[src/rtl/wb_arb_pkg.sv]
// Shared definitions for the two-master Wishbone arbiter: FSM state encoding
// and the default stall-watchdog limit.
package wb_arb_pkg;

   typedef enum logic [1:0] {
      IDLE = 2'd0,
      OWN0 = 2'd1,
      OWN1 = 2'd2
   } arb_state_e;

   localparam int unsigned WB_ARB_TIMEOUT_DEFAULT = 255;

endpackage

[src/rtl/wb_arb_rr2.sv]
// Round-robin grant decision for two requesters: on a tie the master that
// did not own the bus last is chosen.
module wb_arb_rr2
   import wb_arb_pkg::*;
(
   input  logic [1:0] req,
   input  logic       last_owner,
   output logic       next_owner,
   output logic       valid
);

   always_comb begin
      valid      = |req;
      next_owner = (req == 2'b11) ? ~last_owner : req[1];
   end

endmodule

[src/rtl/wb_arbiter2.sv]
// Two-master to one-slave Wishbone arbiter, round-robin and cyc-granular.
// Optional stall watchdog enabled by defining WB_ARB_TIMEOUT_EN.
module wb_arbiter2
   import wb_arb_pkg::*;
#(
   parameter int unsigned adr_width      = 32,
   parameter int unsigned dat_width      = 32,
   parameter int unsigned timeout_cycles = WB_ARB_TIMEOUT_DEFAULT
) (
   input  logic                   clk,
   input  logic                   rst,

   input  logic [adr_width-1:0]   m0_adr_i,
   input  logic [dat_width-1:0]   m0_dat_i,
   output logic [dat_width-1:0]   m0_dat_o,
   input  logic [dat_width/8-1:0] m0_sel_i,
   input  logic                   m0_we_i,
   input  logic                   m0_cyc_i,
   input  logic                   m0_stb_i,
   output logic                   m0_ack_o,
   output logic                   m0_err_o,

   input  logic [adr_width-1:0]   m1_adr_i,
   input  logic [dat_width-1:0]   m1_dat_i,
   output logic [dat_width-1:0]   m1_dat_o,
   input  logic [dat_width/8-1:0] m1_sel_i,
   input  logic                   m1_we_i,
   input  logic                   m1_cyc_i,
   input  logic                   m1_stb_i,
   output logic                   m1_ack_o,
   output logic                   m1_err_o,

   output logic [adr_width-1:0]   s_adr_o,
   output logic [dat_width-1:0]   s_dat_o,
   output logic [dat_width/8-1:0] s_sel_o,
   output logic                   s_we_o,
   output logic                   s_cyc_o,
   output logic                   s_stb_o,
   input  logic [dat_width-1:0]   s_dat_i,
   input  logic                   s_ack_i,
   input  logic                   s_err_i
);

   arb_state_e state_q, state_d;
   logic       last_owner_q, last_owner_d;
   logic       rr_next, rr_valid;
   logic       timeout_hit;

   wb_arb_rr2 u_rr (
      .req        ({m1_cyc_i, m0_cyc_i}),
      .last_owner (last_owner_q),
      .next_owner (rr_next),
      .valid      (rr_valid)
   );

   // On release the owner's cyc is already low, so the arbiter only ever
   // sees the other master's request and hands over without an idle cycle.
   always_comb begin
      state_d      = state_q;
      last_owner_d = last_owner_q;
      case (state_q)
         IDLE: begin
            if (rr_valid) state_d = rr_next ? OWN1 : OWN0;
         end
         OWN0: begin
            if (!m0_cyc_i) begin
               last_owner_d = 1'b0;
               state_d      = rr_valid ? (rr_next ? OWN1 : OWN0) : IDLE;
            end
         end
         OWN1: begin
            if (!m1_cyc_i) begin
               last_owner_d = 1'b1;
               state_d      = rr_valid ? (rr_next ? OWN1 : OWN0) : IDLE;
            end
         end
         default: state_d = IDLE;
      endcase
   end

`ifdef WB_ARB_TIMEOUT_EN
   localparam int unsigned CNT_W = $clog2(timeout_cycles + 1);

   logic [CNT_W-1:0] cnt_q, cnt_d;
   logic             owner_stb;

   always_comb begin
      case (state_q)
         OWN0:    owner_stb = m0_stb_i;
         OWN1:    owner_stb = m1_stb_i;
         default: owner_stb = 1'b0;
      endcase
      timeout_hit = owner_stb && (cnt_q == CNT_W'(timeout_cycles));
      if ((state_d != state_q) || s_ack_i || s_err_i || timeout_hit)
         cnt_d = '0;
      else if (owner_stb)
         cnt_d = cnt_q + CNT_W'(1);
      else
         cnt_d = cnt_q;
   end
`else
   assign timeout_hit = 1'b0;
`endif

   always_ff @(posedge clk) begin
      if (rst) begin
         state_q      <= IDLE;
         last_owner_q <= 1'b1;
`ifdef WB_ARB_TIMEOUT_EN
         cnt_q        <= '0;
`endif
      end else begin
         state_q      <= state_d;
         last_owner_q <= last_owner_d;
`ifdef WB_ARB_TIMEOUT_EN
         cnt_q        <= cnt_d;
`endif
      end
   end

   always_comb begin
      s_adr_o  = '0;
      s_dat_o  = '0;
      s_sel_o  = '0;
      s_we_o   = 1'b0;
      s_cyc_o  = 1'b0;
      s_stb_o  = 1'b0;
      m0_ack_o = 1'b0;
      m0_err_o = 1'b0;
      m1_ack_o = 1'b0;
      m1_err_o = 1'b0;
      m0_dat_o = s_dat_i;
      m1_dat_o = s_dat_i;
      case (state_q)
         OWN0: begin
            s_adr_o  = m0_adr_i;
            s_dat_o  = m0_dat_i;
            s_sel_o  = m0_sel_i;
            s_we_o   = m0_we_i;
            s_cyc_o  = m0_cyc_i;
            s_stb_o  = m0_stb_i & ~timeout_hit;
            m0_ack_o = s_ack_i;
            m0_err_o = s_err_i | timeout_hit;
         end
         OWN1: begin
            s_adr_o  = m1_adr_i;
            s_dat_o  = m1_dat_i;
            s_sel_o  = m1_sel_i;
            s_we_o   = m1_we_i;
            s_cyc_o  = m1_cyc_i;
            s_stb_o  = m1_stb_i & ~timeout_hit;
            m1_ack_o = s_ack_i;
            m1_err_o = s_err_i | timeout_hit;
         end
         default: ;
      endcase
   end

endmodule

[config.mk]
export PLATFORM = sky130hd
export DESIGN_NAME = wb_arbiter2
export DESIGN_NICKNAME = d
export VERILOG_FILES = /design/src/rtl/wb_arb_pkg.sv /design/src/rtl/wb_arb_rr2.sv /design/src/rtl/wb_arbiter2.sv
export SDC_FILE = /design/constraint.sdc
export NUM_CORES = 1
export LEC_CHECK = 0
export CAP_MARGIN = 5
export CORE_AREA = 2 2 123 125
export CTS_CLUSTER_DIAMETER = 50
export DETAILED_ROUTE_END_ITERATION = 8
export DIE_AREA = 0 0 125 127
export PLACE_DENSITY = 0.58
export SLEW_MARGIN = 25
export SYNTH_ARGS = -nofsm -noshare
export SYNTH_HDL_FRONTEND = slang
export SYNTH_SLANG_ARGS = --single-unit
[constraint.sdc]
create_clock -name clk -period 2.34 [get_ports clk]
set_input_delay 0.702 -clock clk [delete_from_list [all_inputs] [get_ports clk]]
set_output_delay 0.702 -clock clk [all_outputs]
set_load 0.005 [all_outputs]
; After elaboration in Yosys (flattened, before gate mapping)
; Cells that the tools add are included.
[totals]
reg_bits = 3
in_bits = 178
elab_cells = 34
out_inout_bits = 139
[op_classes]
eq_ne = 6
n_reduce_logical = 5
n_bitwise = 1
mux = 20
[ops]
columns = operator, n
row1 = $pmux 32 s2, 2
row2 = $mux 2, 5
row3 = $pmux 1 s2, 4
row4 = $pmux 4 s2, 1
row5 = $mux 1, 7
row6 = $ne 2x2->1 const B, 3
row7 = $pmux 2 s3, 1
row8 = $reduce_and 3->1, 2
row9 = $eq 2x2->1 const B, 2
row10 = $eq 2x1->1 const B, 1
row11 = $logic_not 2->1, 1
row12 = $reduce_bool 2->1, 1
row13 = $reduce_or 2->1, 1
row14 = $not 1->1, 1

; Longest topological paths before layout
; Gate-level depths: netlist (run 1).
[logic_depth]
ltp_word = 6
depth_mapped = 7

; Hierarchy
; From an unflattened synthesis (run 1), not the netlist that was laid out.
[hier_totals]
hier_cells = 260
hier_area_um2 = 1853.0
[modules_own_cells]
columns = module, cells_per_inst, n_inst, area_each_um2, seq_area_each_um2
row1 = wb_arbiter2, 258, 1, 1839.3, 60.1
row2 = wb_arb_rr2, 2, 1, 13.8, 0.0

; Worst setup path after synthesis (run 1)
; No wires, ideal clock.
[synth_path]
kind = register to output
start = reg state_q[0]
end = out s_adr_o[0]
path_stages_with_launch = 6
required_time_ns = 1.638
path_slack_ns = 0.477
t_arrival_ns = 1.161
path_cell_list = dfxtp_1 -> inv_1 -> ha_1 -> buf_6 -> clkbuf_1 -> nor2b_1
[synth_via]
elab_chain_len = 2
word_cells_on_any_way = 3
classes_between = eq/ne (2) / mux (1)
[synth_rtl]
columns = element, line
row1 = start: declaration, wb_arbiter2.sv:44  ; arb_state_e state_q, state_d;
row2 = start signal: assignment, wb_arbiter2.sv:113  ; state_q <= state_d;
row3 = $eq 2x2->1 / $eq 2x1->1 (equally long branches), wb_arbiter2.sv:134  ; case (state_q)
row4 = $pmux 32 s2 *, wb_arbiter2.sv:134
row5 = end: declaration, wb_arbiter2.sv:33  ; output logic [adr_width-1:0] s_adr_o,
; Mark *: on every way between the ends. The rest lies on a longest branch, timed or not.

; Worst setup path after layout (run 1)
[layout_path]
start = reg state_q[0]
end = out s_dat_o[27]
[layout_via]
elab_chain_len = 2
word_cells_on_any_way = 3
classes_between = eq/ne (2) / mux (1)
[layout_rtl]
columns = element, line
row1 = $eq 2x2->1 / $eq 2x1->1 (equally long branches), wb_arbiter2.sv:134
row2 = $pmux 32 s2 *, wb_arbiter2.sv:134
row3 = end: declaration, wb_arbiter2.sv:34  ; output logic [dat_width-1:0] s_dat_o,
; Marked as above.

==> results of run 1 <==
[cell usage after synthesis]
| library cell | count | area, um2 |
|---|---|---|
| sky130_fd_sc_hd__buf_4 | 77 | 578 |
| sky130_fd_sc_hd__nor2b_1 | 71 | 444 |
| sky130_fd_sc_hd__a22oi_1 | 70 | 526 |
| sky130_fd_sc_hd__clkbuf_1 | 7 | 26.3 |
| sky130_fd_sc_hd__and2_1 | 4 | 25.0 |
| sky130_fd_sc_hd__ha_1 | 4 | 50.1 |
| sky130_fd_sc_hd__buf_6 | 3 | 33.8 |
| sky130_fd_sc_hd__dfxtp_1 | 3 | 60.1 |
| sky130_fd_sc_hd__nand2b_1 | 3 | 18.8 |
| sky130_fd_sc_hd__nor2_1 | 3 | 11.3 |
| sky130_fd_sc_hd__a21oi_1 | 2 | 10.0 |
| sky130_fd_sc_hd__inv_1 | 2 | 7.51 |
| sky130_fd_sc_hd__mux2i_1 | 2 | 20.0 |
| sky130_fd_sc_hd__o2111ai_1 | 2 | 17.5 |
| sky130_fd_sc_hd__a21boi_4 | 1 | 18.8 |
| sky130_fd_sc_hd__a22oi_2 | 1 | 12.5 |
| sky130_fd_sc_hd__buf_2 | 1 | 5.00 |
| sky130_fd_sc_hd__nand2_1 | 1 | 3.75 |
| sky130_fd_sc_hd__o21bai_1 | 1 | 7.51 |
| sky130_fd_sc_hd__or2b_1 | 1 | 7.51 |
[how the worst max path moves through the flow]
stage,start,end
global placement,m1_adr_i[18],s_adr_o[18]
CTS,state_q[0],s_adr_o[7]
floorplan,state_q[0],s_adr_o[0]
detailed placement,m1_adr_i[18],s_adr_o[18]
global route,state_q[0],s_adr_o[3]
finish,state_q[0],s_dat_o[27]
[report_power, final]
group / switching, mW / total, mW / internal [mW]
combinational: 0.479 / 1.20 / 0.723
sequential: 0.00732 / 0.0670 / 0.0597
clock: 0.0482 / 0.273 / 0.225
[stage by stage]
| step | cell area (um2) | std cells | power (mW) |
|---|---|---|---|
| floorplan | 1880 | 259 | 0.588 |
| global placement | 3830 | 585 | 0.990 |
| finish | 4350 | 606 | 1.54 |
| CTS | 4270 | 601 | 1.53 |
| detailed placement | 3830 | 585 | 1.01 |
| global route | 4350 | 606 | 1.64 |
[area by class of cell]
cell class                      instances  area (um2)
Fill cell                            1551       10100
Sequential cell                         3        67.6
Tap cell                              184         230
Timing Repair Buffer                  247        2460
Multi-Input combinational cell        166        1500
Clock buffer                            4        78.8
Inverter                                2        7.51
[worst max-delay path, stage by stage (launching register included)]
cell and delay, ns:
sky130_fd_sc_hd__dfxtp_4 0.34, sky130_fd_sc_hd__buf_4 0.14, sky130_fd_sc_hd__ha_4 0.19, sky130_fd_sc_hd__buf_6 0.14, sky130_fd_sc_hd__buf_12 0.15, sky130_fd_sc_hd__buf_4 0.13
sky130_fd_sc_hd__a22oi_2 0.13, sky130_fd_sc_hd__nor2b_1 0.06, sky130_fd_sc_hd__clkbuf_2 0.12
[cells by family (layout without fill, tap and decap cells)]
group / Yosys count / count (layout)
AND/OR/NAND/NOR: 83 / 83
AO/OA/AOI/OAI: 77 / 77
multiplexers: 2 / 2
flip-flops: 3 / 3
buffers and inverters: 90 / 253
adder cells (fa/ha/maj): 4 / 4
[state kept, by name (all words and copies together) (netlist names)]
register and flops:
last_owner_q 1, state_q 2
[routing by layer]
| layer | routed length, um | global-route usage | vias up | part of all wire |
|---|---|---|---|---|
| met5 | 0 | 0 | - | 0 |
| met4 | 150 | 0.0327 | 0 | 0.015 |
| met3 | 776 | 0.0322 | 20 | 0.077 |
| met2 | 5430 | 0.214 | 129 | 0.54 |
| met1 | 3670 | 0.115 | 1186 | 0.37 |
| li1 | - | - | 1170 | - |
[timing repair]
action | CTS | global route
endpoints found under the setup margin | 75 | 70
resized for setup | 135 | 117
pin swaps | 9 | 17
cloned | 6 | 3
buffers inserted | 6 | 9
==> out/results.txt, run 1 <==
The flow ran to the end, and the final reports show no timing, DRC or antenna violations. Prior to clock tree synthesis, the placed netlist has a worst setup slack of -0.314 ns. The library cell used most frequently in the layout, excluding fill and tap cells, is sky130_fd_sc_hd__clkdlybuf4s50_1. The total negative setup slack is 0 ns, and the row count is 44.

For this run, design rule violations remaining after detail routing come to 0. CTS saw 3 sinks. The number of slew-limit violations in the final report came out at 0. For the clock insertion delay at the later pin of the skew report, the log shows 0.22 ns. The die covers 15900 um2.

After floorplanning, the core was sized to cover 14400 um2. The least setup slack across all paths after layout was 0.0146 ns; the maximum buffer depth of the clock tree was 2. Power spread over the standard cell area amounts to 355 nW/um2. The cell at the root of the clock tree was sky130_fd_sc_hd__clkbuf_16. The share of the core filled with cells is 0.301, and the global-route wire length before repair is 14100 um. The data arrival time of the critical path is 1.62 ns, and the vias per cell is 4.13.

The tools report the normalized max-slew margin as 0.847. The total inserted antenna cells came out at 0. The area growth from synthesis to final layout works out to 131%.

The total number of nets in the final design is 605. The largest family of logic cells by synthesized area is buffers and inverters. The run gives 0 as the Yosys warning count.

For the iteration-0 DRC count of the detailed router, the log shows 71. Setup repair after global routing could not meet its margin everywhere. For this block, the routed nets add up to 10000 um of wire. The xor and xnor area share after synthesis was 0.

The worst setup path is of the flop to primary output kind. The run gives 441 as the post-synthesis net count. In this run, CTS created clock tree buffers numbering 3. The starting density of the core was 0.131.

The average cell area after synthesis works out to 7.27 um2. After detailed routing, the average wire length per cell comes to 16.5 um. The period utilization works out to 0.994. At the pin with the least slew margin, the transition time is 0.230 ns.

Data required time at the worst endpoint: 1.64 ns. Clock skew on the completed layout was measured at 0.00128 ns. The peak supply drop was 392 uV; the multiplexer share of the synthesized area was 0.0106. Proportion of layout cells with a drive suffix above 1: 0.313.

The maximum frequency from static timing analysis is 430 MHz, and the simple logic cell fraction of the synthesized area is 0.271. The tools report the start point of the worst hold path as last_owner_q. Endpoint of the worst-slack reg-to-reg timing path: state_q[0].

TritonCTS built the clock tree. Setup slack on the worst reg-to-reg path comes out at 0.79 ns. For the total via count after detailed routing, the log shows 2505.

Routability-driven placement finished with a final weighted congestion of 0.825. The number of different library cells used by synthesis comes to 20. The number of stages on the worst hold path was 2; the post-synthesis instance area was 1880 um2. The portion of the post-synthesis area used by sequential elements is 0.0319. Final-report setup violation count: 0. The nature of the critical path startpoint is a flop. Subtracting the final worst setup slack from the clock period gives 2.33 ns. In this run the worst path has a maximum fanout of 11.

The first TritonRoute pass finished after 4 iterations. The run gives 2658 as the via count of the first global-routing pass. The post-synthesis share of cell area spent on full adders, half adders and majority gates is 0.0266, and the largest net degree at the start of global routing is 23.

The die height is 127 um, and the post-cts hold buffer count is 0. Number of I/O port buffers: 220. The CTS H-tree depth is 1, and the number of maximum-capacitance violations is 0. The post-synthesis compound-gate area fraction is 0.314. Total leakage power: 1.69 nW. The total overflow left after global routing is 0. In the layout the commonest cells are sky130_fd_sc_hd__clkdlybuf4s50_1 (134), sky130_fd_sc_hd__nor2b_1 (68), sky130_fd_sc_hd__a22oi_2 (57).

The logs give 0 for the number of antenna violations at the first check in global routing and 6510 um for the sum of net half-perimeters after detailed placement. The hold violation total from the final report is 0, and the synthesized instance count is 259. The min-delay analysis places its worst path in the category flop to flop. For the number of routed nets with antenna violations, the log shows 0. The synthesized design contains 3 register bits. The floorplan step set the die width to 125 um. The worst register-to-register path has a depth of 6. The launch point of the worst reg-to-reg path is state_q[0]. For the final hold slack, the log shows 0.531 ns. After clock tree synthesis, the clock-pin slew on the worst setup and hold paths is 0.03 ns. The path with the worst hold slack has its endpoint at last_owner_q. In this run the count of I/O pins placed on the die edge is 317. The capturing element type of the critical path was a primary output.

The run gives 0.110 as the global routing usage summed across all routing layers.
Power figures use the tool's default switching activity.
==> inputs of run 2 (changes only) <==
Settings changed: ABC_AREA set to 1, CORE_AREA 2 2 123 125 to 3 3 122 124, PLACE_DENSITY 0.58 to 0.6.
==> run 2 against run 1 <==
Total power rose by 82%. Final area down 6.4%. Core utilization shrank 0.83 points. Clock skew up 0.0017 ns. Sequential power rose by 36%. Register-to-register slack better by 0.07 ns. Area after synthesis fell by 1.9%. Largest power group unchanged. Count of clock-buffer cells in the layout unchanged. Critical endpoint is now s_dat_o[29]. Wire length down 3.4%. Die area unchanged. Synthesized cell count rose by 32%.
==> out/results.txt, run 2 <==
The run finished with clean final reports. The tools report the clock insertion delay at the later pin of the skew report as 0.23 ns (was 0.22 ns). The run gives 688 (was 606) as the final non-filler cell total. Area share of the largest cell type after synthesis: 0.319 (was 0.307). The run gives 0 ns (unchanged) as the total negative setup slack.

The logs give 0 (unchanged) for the number of antenna violations at the first check in global routing and 16 (was 20) for the count of unique library cells instantiated by Yosys. The final critical-path required period is 2.31 ns (was 2.33 ns), and the total leakage power is 1.66 nW (was 1.69 nW). The tools report the core box area as 13900 um2 (was 14400 um2). Post-synthesis net count: 525 (was 441). The die height is 127 um (unchanged), and the proportion of layout cells with a drive suffix above 1 is 0.165 (was 0.313). The vias per cell is 3.84 (was 4.13), and the post-cts hold buffer count is 0 (unchanged). The tools report the total inserted antenna cells as 0 (unchanged). The period utilization is 0.988 (was 0.994).

TritonCTS built the clock tree. Class of the tightest hold or removal check: flop to flop (unchanged). The die extent in x came out at 125 um (unchanged).

The global routing usage summed across all routing layers was 0.0978 (was 0.110); the iteration-0 DRC count of the detailed router was 106 (was 71). Least setup slack across all paths after layout: 0.0289 ns (was 0.0146 ns). The area growth from synthesis to final layout is 120% (was 131%), and the data arrival time of the critical path is 1.61 ns (was 1.62 ns).

Top cell types by occurrence after synthesis: sky130_fd_sc_hd__nand2_1 (157), sky130_fd_sc_hd__a21oi_1 (70), sky130_fd_sc_hd__buf_4 (64) (was sky130_fd_sc_hd__buf_4 (77), sky130_fd_sc_hd__nor2b_1 (71), sky130_fd_sc_hd__a22oi_1 (70)). Top area cells in the synthesized netlist: sky130_fd_sc_hd__nand2_1 (32%), sky130_fd_sc_hd__buf_4 (26%), sky130_fd_sc_hd__a21oi_1 (19%), sky130_fd_sc_hd__buf_6 (5.5%), sky130_fd_sc_hd__clkbuf_8 (5.2%) (was sky130_fd_sc_hd__buf_4 (31%), sky130_fd_sc_hd__a22oi_1 (28%), sky130_fd_sc_hd__nor2b_1 (24%), sky130_fd_sc_hd__dfxtp_1 (3.2%), sky130_fd_sc_hd__ha_1 (2.7%)). Nature of the critical path startpoint: an input pin (was a flop).

The mean routed wirelength per cell was 14.1 um (was 16.5 um); the clock net sink count was 3 (unchanged). The starting density of the core was 0.133 (was 0.131). Peak supply drop: 397 uV (was 392 uV).

Primary flip-flop cell chosen by synthesis mapping: sky130_fd_sc_hd__dfxtp_1 (unchanged). For the sum of net half-perimeters after detailed placement, the log shows 6460 um (was 6510 um). The cell total after placement came out at 669 (was 585). Commonest cells after routing, fill and taps aside: sky130_fd_sc_hd__nand2_1 (157), sky130_fd_sc_hd__clkdlybuf4s50_1 (144), sky130_fd_sc_hd__a21oi_1 (53) (was sky130_fd_sc_hd__clkdlybuf4s50_1 (134), sky130_fd_sc_hd__nor2b_1 (68), sky130_fd_sc_hd__a22oi_2 (57)).

Dominant cell type by area after synthesis: sky130_fd_sc_hd__nand2_1 (was sky130_fd_sc_hd__buf_4). For the post-placement setup slack, the log shows -0.307 ns (was -0.314 ns). For the number of routed nets with antenna violations, the log shows 0 (unchanged). The number of buffers created by CTS was 3 (unchanged); the flip-flop and latch count after synthesis was 3 (unchanged). The global placement routability congestion is 0.708 (was 0.825).

Setup repair after global routing left no endpoint under its margin. The via count of the first global-routing pass is 2551 (was 2658), and the highest fanout seen on the critical path is 1 (was 11). The power per cell area is 691 nW/um2 (was 355 nW/um2), and the number of I/O port buffers is 220 (unchanged). Capturing element type of the critical path: a primary output (unchanged).

The largest net degree at the start of global routing is 37 (was 23). The logs give 317 (unchanged) for the total I/O pin count and 0 (unchanged) for the Yosys warning count. The register ranked first by flip-flop count was state_q (unchanged).

The type of the worst setup path is input pin to primary output (was flop to primary output). The tools report the portion of the post-synthesis area used by sequential elements as 0.0325 (was 0.0319). The global route total overflow was 0 (unchanged).

The overall die area came out at 15900 um2 (unchanged). The clock slew at the register clock pins of the worst setup and hold paths is 0.03 ns (about the same). The run gives 2 (unchanged) as the maximum buffer depth of the clock tree. The run gives 9690 um (was 10000 um) as the total routed wirelength. For the data required time at the worst endpoint, the log shows 1.64 ns (about the same). For the global-route wire length before repair, the log shows 13000 um (was 14100 um). The average cell area after synthesis was 5.39 um2 (was 7.27 um2); the row count was 43 (was 44). The number of enable flip-flop cells after synthesis was 0 (unchanged). The clock skew after layout is 0.00295 ns (was 0.00128 ns), and the CTS H-tree depth is 1 (unchanged).

The transition time at the pin with the least slew margin is 0.168 ns (was 0.230 ns), and the number of remaining DRC errors is 0 (unchanged). The tools report the number of maximum-capacitance violations as 0 (unchanged). The leading cell type in the layout, fill and taps excluded is sky130_fd_sc_hd__nand2_1 (was sky130_fd_sc_hd__clkdlybuf4s50_1). The share of flip-flops with an asynchronous set or reset was 0 (unchanged); the total via count after detailed routing was 2641 (was 2505). The number of search-and-repair iterations in the first detailed-routing pass is 4 (unchanged), and the maximum frequency from static timing analysis is 433 MHz (was 430 MHz). The tools report the cell at the root of the clock tree as sky130_fd_sc_hd__clkbuf_16 (unchanged). The synthesized instance count was 343 (was 259); the number of slew-limit violations in the final report was 0 (unchanged). The total number of nets in the final design was 691 (was 605).

Largest registers: state_q x2, last_owner_q x1 (unchanged). The most repeated cell in the gate-level netlist after synthesis is sky130_fd_sc_hd__nand2_1 (was sky130_fd_sc_hd__buf_4). The hold violation total from the final report is 0 (unchanged).

Normalized max-slew margin: 0.888 (was 0.847). The number of flip-flops in the largest register came out at 2 (unchanged). The run gives 1850 um2 (was 1880 um2) as the post-synthesis instance area. The final-report setup violation count was 0 (unchanged).
-- run 2: cell count changes after synthesis, sizes merged, moves of 4 or more --
cell	delta
nand2	+157
a22oi	-71
nor2b	-71
a21oi	+68
inv	+8
buf	-6
clkbuf	+5
nor2	+5
and2	-4
-- run 2: cell families (layout without fill, tap and decap cells) --
group           count (synthesis)  count (layout)  synth area share
compound gates                 72              72             0.196
fa+ha+maj                       4               4            0.0271
buf+inv                        97             262             0.403
flops                           3               3            0.0325
simple gates                  167             167             0.341
-- run 2: path summary, 6_finish.rpt --
kind,cells past startpoint,start,slack [ns],endpoint
setup reg to reg,12,state_q[1],0.86,state_q[0]
hold reg to reg,2,last_owner_q,0.47,last_owner_q
setup / recovery,4,m0_dat_i[29],0.03,s_dat_o[29]
hold / removal,2,last_owner_q,0.47,last_owner_q
-- run 2: worst max-delay path, cell delays in order --
cell	delay [ns]
sky130_fd_sc_hd__clkdlybuf4s50_1	0.45
sky130_fd_sc_hd__nand2_1	0.05
sky130_fd_sc_hd__a21oi_1	0.15
sky130_fd_sc_hd__dlygate4sd2_1	0.25
-- run 2: cell type report --
type                    count  area, um2
fillers                  1547       9810
repair buffers            248       2510
multi-input cells         243       1140
well taps                 180        225
clock buffers               4       78.8
flip-flops and latches      3       65.1
inverters                  10       45.0
-- run 2: what timing repair did --
item                                    4_1_cts  5_1_grt
gates cloned                                  2        7
buffers inserted                              3        3
resized for setup                           111       70
pin swaps                                     1        2
endpoints found under the setup margin       75       58
-- run 2: layer usage --
layer  part of all wire  track usage  wire length, um  vias to the layer above
met5                  0            0                0                        -
met4              0.014       0.0198              133                        0
met3              0.087       0.0326              838                       20
met2               0.49        0.173             4700                      154
met1               0.41        0.116             4010                     1127
li1                   -            -                -                     1340
-- run 2: metrics by stage --
step                      hold slack, ns  cell area [um2]   util  total power, mW
after floorplan                    0.444             1850      -             1.13
after global placement             0.466             3760  0.271             2.03
after detailed placement           0.468             3760  0.271             2.03
after CTS                          0.478             3890  0.280             2.43
after global routing               0.504             4070  0.293             3.06
final                              0.471             4070  0.293             2.81
-- run 2: where the power goes --
part	internal, mW	leakage (nW)	switching [mW]
Clock	0.225	0.0382	0.0514
Sequential	0.0730	0.0258	0.0182
Combinational	1.25	1.60	1.19
